`config.mk`:
```
export PLATFORM = sky130hd
export DESIGN_NAME = mul_hilo_sequencer
export DESIGN_NICKNAME = d
export VERILOG_FILES = /design/src/rtl/mul_hilo_sequencer_pkg.sv /design/src/rtl/mul_hilo_sequencer_pp_step.sv /design/src/rtl/mul_hilo_sequencer.sv
export SDC_FILE = /design/constraint.sdc
export NUM_CORES = 1
export LEC_CHECK = 0
export BUFFER_PORTS_ARGS = -buffer_cell sky130_fd_sc_hd__buf_2
export CORE_MARGIN = 1
export CORE_UTILIZATION = 23
export CTS_CLUSTER_SIZE = 24
export DETAILED_ROUTE_END_ITERATION = 12
export PLACE_DENSITY_LB_ADDON = 0.3
export SLEW_MARGIN = 20
export SYNTH_ARGS = -nofsm -noshare
export SYNTH_HDL_FRONTEND = slang
export SYNTH_SLANG_ARGS = --single-unit
```
`constraint.sdc`:
```
create_clock -name iClk -period 17.9 [get_ports iClk]
set_input_delay 2.685 -clock iClk [delete_from_list [all_inputs] [get_ports iClk]]
set_output_delay 2.685 -clock iClk [all_outputs]
set_load 0.03 [all_outputs]
```
`src/rtl/mul_hilo_sequencer_pkg.sv`:
```
// Shared definitions for the HI/LO multiply sequencer.
//   - operation encodings presented on iOp
//   - FSM state encodings (IDLE -> CALC -> FIX -> IDLE)
package mul_hilo_sequencer_pkg;

  localparam logic [1:0] OP_MULTU = 2'b00;
  localparam logic [1:0] OP_MULT  = 2'b01;
  localparam logic [1:0] OP_MTHI  = 2'b10;
  localparam logic [1:0] OP_MTLO  = 2'b11;

  localparam logic [1:0] ST_IDLE  = 2'd0;
  localparam logic [1:0] ST_CALC  = 2'd1;
  localparam logic [1:0] ST_FIX   = 2'd2;

endpackage

```
`src/rtl/mul_hilo_sequencer_pp_step.sv`:
```
// mul_pp_step: combinational partial-product step of the shift-add multiplier.
// Adds (mcand << k) into the running accumulator for every set multiplier bit k
// among the BPC bits retired this cycle. All arithmetic is modulo 2^64.
// Ports:
//   mcand       in  64   current (already pre-shifted) multiplicand
//   mplier_bits in  BPC  low multiplier bits consumed this cycle
//   acc         in  64   accumulator before this step
//   acc_next    out 64   accumulator after this step
module mul_pp_step #(
  parameter int BPC = 4
) (
  input  logic [63:0]    mcand,
  input  logic [BPC-1:0] mplier_bits,
  input  logic [63:0]    acc,
  output logic [63:0]    acc_next
);

  logic [63:0] sum_s;

  // Sum of the selected shifted multiplicands onto the accumulator.
  always_comb begin
    sum_s = acc;
    for (int k = 0; k < BPC; k++) begin
      if (mplier_bits[k]) begin
        sum_s = sum_s + (mcand << k);
      end else begin
        sum_s = sum_s;
      end
    end
  end

  assign acc_next = sum_s;

endmodule

```
`src/rtl/mul_hilo_sequencer.sv`:
```
// mul_hilo_sequencer: multi-cycle multiplier owning the HI/LO registers for
// MULT/MULTU/MTHI/MTLO. Signed multiply is done on magnitudes, the sign is
// applied by a 64-bit negate in the FIX cycle so HI/LO are written atomically.
// Ports:
//   iClk     in  1   clock (rising edge)
//   iRst_n   in  1   asynchronous active-low reset
//   iStart   in  1   request, accepted when oReady=1
//   iOp      in  2   MULTU/MULT/MTHI/MTLO
//   iA, iB   in  32  operands, sampled on the accept edge only
//   iCancel  in  1   flush; aborts a multiply in progress, blocks accept
//   oReady   out 1   combinational: IDLE and no cancel
//   oBusy    out 1   registered: multiply in CALC or FIX
//   oDone    out 1   registered one-cycle pulse after HI/LO take a product
//   oHi/oLo  out 32  HI and LO registers
module mul_hilo_sequencer
  import mul_hilo_sequencer_pkg::*;
#(
  parameter int BPC = 4
) (
  input  logic        iClk,
  input  logic        iRst_n,
  input  logic        iStart,
  input  logic [1:0]  iOp,
  input  logic [31:0] iA,
  input  logic [31:0] iB,
  input  logic        iCancel,
  output logic        oReady,
  output logic        oBusy,
  output logic        oDone,
  output logic [31:0] oHi,
  output logic [31:0] oLo
);

  localparam logic [5:0] STEPS = 6'(32 / BPC);

  logic [1:0]  state_r;
  logic [5:0]  cnt_r;
  logic [63:0] mcand_r;
  logic [31:0] mplier_r;
  logic [63:0] acc_r;
  logic        neg_r;
  logic [31:0] hi_r;
  logic [31:0] lo_r;
  logic        busy_r;
  logic        done_r;

  logic        accept_s;
  logic [31:0] a_mag_s;
  logic [31:0] b_mag_s;
  logic        neg_s;
  logic [63:0] acc_next_s;
  logic [63:0] product_s;

  assign oReady   = (state_r == ST_IDLE) & ~iCancel;
  assign accept_s = iStart & oReady;

  // Operand magnitudes; 0x80000000 negates to itself, which read unsigned is correct.
  always_comb begin
    if (iOp == OP_MULT) begin
      a_mag_s = iA[31] ? (32'd0 - iA) : iA;
      b_mag_s = iB[31] ? (32'd0 - iB) : iB;
      neg_s   = iA[31] ^ iB[31];
    end else begin
      a_mag_s = iA;
      b_mag_s = iB;
      neg_s   = 1'b0;
    end
  end

  mul_pp_step #(.BPC(BPC)) u_pp_step (
    .mcand       (mcand_r),
    .mplier_bits (mplier_r[BPC-1:0]),
    .acc         (acc_r),
    .acc_next    (acc_next_s)
  );

  assign product_s = neg_r ? (64'd0 - acc_r) : acc_r;

  // FSM, operand/accumulator datapath and HI/LO ownership.
  always_ff @(posedge iClk or negedge iRst_n) begin
    if (!iRst_n) begin
      state_r  <= ST_IDLE;
      cnt_r    <= 6'd0;
      mcand_r  <= 64'd0;
      mplier_r <= 32'd0;
      acc_r    <= 64'd0;
      neg_r    <= 1'b0;
      hi_r     <= 32'd0;
      lo_r     <= 32'd0;
      busy_r   <= 1'b0;
      done_r   <= 1'b0;
    end else begin
      done_r <= 1'b0;
      case (state_r)
        ST_IDLE: begin
          if (accept_s) begin
            case (iOp)
              OP_MTHI: hi_r <= iA;
              OP_MTLO: lo_r <= iA;
              OP_MULT, OP_MULTU: begin
                mcand_r  <= {32'd0, a_mag_s};
                mplier_r <= b_mag_s;
                neg_r    <= neg_s;
                acc_r    <= 64'd0;
                cnt_r    <= STEPS;
                busy_r   <= 1'b1;
                state_r  <= ST_CALC;
              end
              default: state_r <= ST_IDLE;
            endcase
          end
        end
        ST_CALC: begin
          if (iCancel) begin
            busy_r  <= 1'b0;
            state_r <= ST_IDLE;
          end else begin
            acc_r    <= acc_next_s;
            mcand_r  <= mcand_r << BPC;
            mplier_r <= mplier_r >> BPC;
            cnt_r    <= cnt_r - 6'd1;
            if (cnt_r == 6'd1) begin
              state_r <= ST_FIX;
            end
          end
        end
        ST_FIX: begin
          busy_r  <= 1'b0;
          state_r <= ST_IDLE;
          if (!iCancel) begin
            hi_r   <= product_s[63:32];
            lo_r   <= product_s[31:0];
            done_r <= 1'b1;
          end
        end
        default: begin
          busy_r  <= 1'b0;
          state_r <= ST_IDLE;
        end
      endcase
    end
  end

  assign oBusy = busy_r;
  assign oDone = done_r;
  assign oHi   = hi_r;
  assign oLo   = lo_r;

endmodule
```
==> results of run 1 <==
placed cells by master (no fill, tap or decap), types with 13 or more instances in the layout:
cell	n
o211ai_1	27
nor2b_1	38
o21a_1	41
xor2_1	130
a21oi_1	408
nand2b_1	42
a21o_1	161
o21bai_1	51
a221o_1	18
nor3_1	38
nor4_1	24
o31ai_1	95
o21ai_0	344
a22oi_1	37
nand4_1	55
clkbuf_16	35
ha_1	255
a211oi_1	32
xnor2_1	200
nand3_1	119
and3_1	33
or3_1	48
mux2i_1	28
a221oi_1	13
or4_1	18
buf_2	136
nand2_1	465
and2_1	20
buf_4	35
dfrtp_1	231
inv_1	111
mux2_2	85
a31oi_1	38
nor2_1	348
stage by stage:
step / worst slack [ps] / utilization (%) / std cells / instance area [µm²]
finish: 5260 / 26.1 / 5639 / 33000
global route: 4620 / 26.1 / 5638 / 33000
CTS: 5480 / 26.1 / 5637 / 33000
detailed placement: 5580 / 25.1 / 5577 / 31700
global placement: 4820 / 25.1 / 5576 / 31700
floorplan: 8240 / - / 3982 / 29500
worst max-delay path by stage:
stage,start,to,cells past startpoint,slack [ps]
6_report,mcand_r[21],acc_r[63],45,5260
5_1_grt,mcand_r[1],acc_r[63],46,4620
4_1_cts,mcand_r[21],acc_r[63],42,5480
3_5_place_dp,mcand_r[21],acc_r[63],42,5580
3_3_place_gp,mcand_r[21],acc_r[63],40,4820
2_1_floorplan,mcand_r[19],acc_r[63],45,8240
state kept, by name (all words and copies together), names as in the netlist:
register,flops
acc_r,64
cnt_r,6
mcand_r,64
mplier_r,32
neg_r,1
oBusy,1
oDone,1
oHi,32
oLo,32
state_r,2
cells by family (layout without fill, tap and decap cells):
logic type / Yosys count / in the layout
AOI/OAI and AO/OA: 1400 / 1400
xor gates and xnor gates: 331 / 331
adders and majority gates: 259 / 259
buffers and inverters: 340 / 345
DFF: 235 / 235
muxes: 113 / 113
other: 0 / 2
and+or+nand+nor: 1304 / 1304
worst reg2reg max path: cells and delay by family (launching register included):
family          cells  cell delay, ps
flops               1             560
xor+xnor            5             750
compound gates     16            5270
buf+inv             3             410
fa+ha+maj           4            1770
simple gates       16            3450
mux                 1             310
per-layer routing:
| layer | wire length, µm | global-route usage [%] | part of all wire (%) |
|---|---|---|---|
| met1 | 61900 | 27.8 | 49 |
| met2 | 53600 | 28.5 | 43 |
| met3 | 6800 | 1.89 | 5.4 |
| met4 | 3510 | 5.29 | 2.8 |
| met5 | 27 | 0 | 0.021 |
where the power goes:
group / switching, mW / leakage (nW) / total, mW / internal (mW)
combinational: 3.08 / 11.3 / 4.93 / 1.85
sequential: 0.340 / 3.04 / 1.02 / 0.682
clock: 0.310 / 0.629 / 0.795 / 0.485
total: 3.73 / 15.0 / 6.75 / 3.02
cell type report:
| cell class | count | area, µm² | share of cell area (%) |
|---|---|---|---|
| Antenna cell | 2 | 5.00 | 0.0152 |
| Clock buffer | 41 | 948 | 2.87 |
| Clock inverter | 19 | 332 | 1.00 |
| Inverter | 112 | 420 | 1.27 |
| Multi-Input combinational cell | 3407 | 22400 | 67.8 |
| Sequential cell | 235 | 5890 | 17.8 |
| Tap cell | 1650 | 2060 | 6.26 |
| Timing Repair Buffer | 173 | 978 | 2.96 |
==> flow_metrics.tcl, run 1 <==
set metrics [dict create \
    status "finished, final reports clean" \
    worst_slew_pin_slew_ps 1220 \
    max_cap_viol_count 0 \
    antenna_found_initial 5 \
    fmax_mhz 79.1 \
    cts_tree "done" \
    dr.pass1.iters 6 \
    ctsHoldBuffers 0 \
    crit_path_top_delay_cell "a2111oi_0" \
    maxSlewViolCount 0 \
    drcViolationCount 0 \
    max_stage_delay_ps 900 \
    place_congestion 0.983 \
    vias 30224 \
    synth_area_leaders "dfrtp_1 20%, ha_1 11%, a21oi_1 6.9%" \
    die_h_um 360 \
    async_flop_share_pct 100 \
    hpwl_mm 100 \
    total_power_mw 6.75 \
    hold-path-endpoint "oLo[25]" \
    yosysWarnings 0 \
    critical_path_class "flop to flop" \
    die_x_um 360 \
    whs_ps 468 \
    clock_latency_ps 610 \
    critPathArrivalTime_ps 13130 \
    io_buffers 136 \
    core_area_um2 126000 \
    final_layout_size_suffix_gt1_share_pct 9.26 \
    vdd_drop_max_v 0.0000893 \
    leakage_nw 15.0 \
    yosysTopAreaCellShare_pct 20.0 \
    pin_count 137 \
    fin_nets 4293 \
    critical_path_buf_inv_count 3 \
    ys.flop_type "dfrtp_1" \
    cp_common_cell "o21ai_0" \
    start_kind "flop" \
    overflow 0 \
    r2r-start "mcand_r[21]" \
    maxSlewHeadroom_pct 18.2 \
    fin_skew_ps 45.8 \
    fin_tns_setup_ps 0 \
    yosysSeqAreaShare_pct 20.0 \
    cts_made_buffers 35 \
    area_growth_pct 12.0 \
    avgSynthCellArea_um2 7.40 \
    worstPathRequired_ps 18390 \
    holdPathStages 2 \
    viasPerCell 5.36 \
    min_period_ps 12640 \
    grt_start_max_net_pins 137 \
    synth_mux_area_share_pct 4.20 \
    rr_endpoint "acc_r[63]" \
    grtUsageTotal_pct 18.8 \
    ctsResizeCount 0 \
    synth_compound_area_share_pct 30.0 \
    totalWireLength_mm 126 \
    initial_core_util_pct 23.3 \
    cts-root-buf "clkbuf_16" \
    rsz0062_at_grt "no" \
    synth_nets 4311 \
    end_kind "flop" \
    holdCritStartpoint "oLo[25]" \
    synthXorXnorAreaFrac_pct 9.88 \
    synthTopCellsByCount "465 x nand2_1, 408 x a21oi_1, 350 x nor2_1" \
    setup_viol 0 \
    grt_pass1_vias 28588 \
    fp.dieArea_um2 130000 \
    synth_adder_area_share_pct 11.1 \
    synth-seq-cells 235 \
    syn_area_um2 29500 \
    r2r_slack_ps 5260 \
    clockBufferDepth 3 \
    rr_worst_depth 45 \
    yosys.area_share.simple_pct 20.5 \
    clock_sinks 235 \
    fillers 13943 \
    synth_edf_count 0 \
    cp_top_family "compound AO/OA/AOI/OAI gates" \
    postCtsSetupBuffers 0 \
    power_density_nw_per_um2 204 \
    hold_class "flop to flop" \
    path_max_fanout 8 \
    synthCells 3982 \
    clk_pin_slew_worst_paths_ps 60 \
    htree_levels 2 \
    dr.first_iter.drc_count 2754 \
    fin_crit_sh_pct 70.6 \
    hold_viol 0 \
    grt_pass1_wl_mm 187 \
    detail_route.wl_per_cell_um 22.3 \
    synth.distinct_cells 85 \
    synth_area_leader_cell "dfrtp_1" \
    core.rowCount 130 \
    synth_top_family_by_area "compound AO/OA/AOI/OAI gates" \
    antenna_left 0 \
    synth.most_common_cell "nand2_1" \
]
(Power assumes the default switching activity.)
==> run 2, diff against run 1 <==
==> constraint.sdc (replaced) <==
create_clock -name iClk -period 12.9 [get_ports iClk]
set_input_delay 1.935 -clock iClk [delete_from_list [all_inputs] [get_ports iClk]]
set_output_delay 1.935 -clock iClk [all_outputs]
set_load 0.03 [all_outputs]
==> run 2 against run 1 <==
Compared with the run above:
- clock skew fell by 16 ps
- register-to-register slack worse by 4500 ps
- routed wire length fell by 2.9%
- critical path depth is 1 lower
- core utilization is essentially flat
- sequential power grew 35%
- final cell count is 0.14% higher
- clock power grew 31%
- critical endpoint unchanged
==> flow_metrics.tcl, run 2 (synthesized netlist as in run 1, its figures left out) <==
set metrics [dict create \
    vias 30474 \
    path_max_fanout 8 \
    cts_made_buffers 35 \
    detail_route.wl_per_cell_um 21.6 \
    clockBufferDepth 3 \
    hold_viol 0 \
    total_power_mw 9.32 \
    crit_path_top_delay_cell "a21oi_1" \
    die_x_um 360 \
    overflow 0 \
    grt_start_max_net_pins 79 \
    grtUsageTotal_pct 18.2 \
    clock_latency_ps 600 \
    leakage_nw 15.0 \
    cts-root-buf "clkbuf_16" \
    area_growth_pct 11.9 \
    layout.cells.non_filler 5647 \
    totalWireLength_mm 122 \
    largest_registers "acc_r (64), mcand_r (64)" \
    critical_path_class "flop to flop" \
    antenna_found_initial 3 \
    cp_common_cell "a21oi_1" \
    die_h_um 360 \
    dr.first_iter.drc_count 3238 \
    critPathArrivalTime_ps 12660 \
    grt_pass1_vias 28891 \
    initial_core_util_pct 23.3 \
    worst_slew_pin_slew_ps 1120 \
    postCtsSetupBuffers 0 \
    power_density_nw_per_um2 283 \
    ctsHoldBuffers 0 \
    hpwl_mm 98.1 \
    antenna_left 0 \
    io_buffers 136 \
    htree_levels 2 \
    start_kind "flop" \
    setup_viol 0 \
    core_area_um2 126000 \
    maxSlewViolCount 0 \
    placed_area_um2 31700 \
    end_kind "flop" \
    dp_cells 5582 \
    fmax_mhz 82.2 \
    fin_ws_ps 732 \
    fin_skew_ps 29.5 \
    hold_class "flop to flop" \
    final_layout_size_suffix_gt1_share_pct 9.38 \
    grt_pass1_wl_mm 183 \
    vdd_drop_max_v 0.000148 \
    mostFrequentLayoutCells "465 x nand2_1, 408 x a21oi_1, 348 x nor2_1" \
    fillers 13839 \
    ctsResizeCount 0 \
    fin_tns_setup_ps 0 \
    max_stage_delay_ps 540 \
    viasPerCell 5.40 \
    fin_crit_sh_pct 94.3 \
    clock_sinks 235 \
    regArea_um2 5890 \
    dp_slack_ps 897 \
    maxSlewHeadroom_pct 25.2 \
    pin_count 137 \
    fp.dieArea_um2 130000 \
    stdcell_area_um2 33000 \
    rsz0062_at_grt "no" \
    clk_pin_slew_worst_paths_ps 60 \
    dr.pass1.iters 7 \
    multi_input_area_um2 22400 \
    core.rowCount 130 \
    final_common_cell "nand2_1" \
    worstPathRequired_ps 13390 \
    utilization_pct 26.1 \
    whs_ps 467 \
    status "finished, final reports clean" \
    max_cap_viol_count 0 \
    fin_nets 4298 \
    place_congestion 0.977 \
    min_period_ps 12170 \
    cts_tree "done" \
    drcViolationCount 0 \
]
[run 2: changes by cell type in the layout (fill, tap and decap cells not counted), sizes merged]
cell      previous run  this run
buf                173       178
clkinvlp             0         4
bufinv               7         4
clkinv              10        12
diode                2         1
inv                114       115
[run 2: path summary, 6_finish.rpt]
path | start | end | slack, ps | cells past startpoint
max | mcand_r[1] | acc_r[63] | 730 | 44
min | oHi[15] | oHi[15] | 470 | 2
max reg2reg | mcand_r[1] | acc_r[63] | 730 | 44
min reg2reg | oHi[15] | oHi[15] | 470 | 2
max in group asynchronous | iRst_n | mplier_r[0] | 9520 | 3
min in group asynchronous | iRst_n | oHi[21] | 1270 | 1
[run 2: report_power, final]
| group | switching [mW] | internal, mW | leakage (nW) |
|---|---|---|---|
| Clock | 0.440 | 0.605 | 0.582 |
| Combinational | 4.33 | 2.57 | 11.4 |
| Sequential | 0.429 | 0.947 | 3.04 |
| Total | 5.19 | 4.13 | 15.0 |
[run 2: layout make-up]
type / instances / share of cell area [%]
flip-flops and latches: 235 / 17.9
repair buffers: 178 / 3.05
well taps: 1650 / 6.26
inverters: 112 / 1.28
clock buffers: 41 / 2.79
diodes: 1 / 0.00759
multi-input cells: 3407 / 67.9
clock inverters: 23 / 0.896
[run 2: worst max-delay path, delay by kind of cell (launching register included)]
family | cells | cell delay (ps)
AO/OA/AOI/OAI | 22 | 6180
XOR/XNOR | 4 | 750
adder cells (fa/ha/maj) | 4 | 1500
buffers and inverters | 1 | 230
flip-flops | 1 | 490
multiplexers | 2 | 720
AND/OR/NAND/NOR | 11 | 2150
[run 2: layer usage]
metal	wire, µm	track usage [%]	vias up
met5	13	0	-
met1	58000	26.2	14634
li1	-	-	14549
met4	3950	5.67	2
met3	8140	2.37	167
met2	52100	28.0	1122
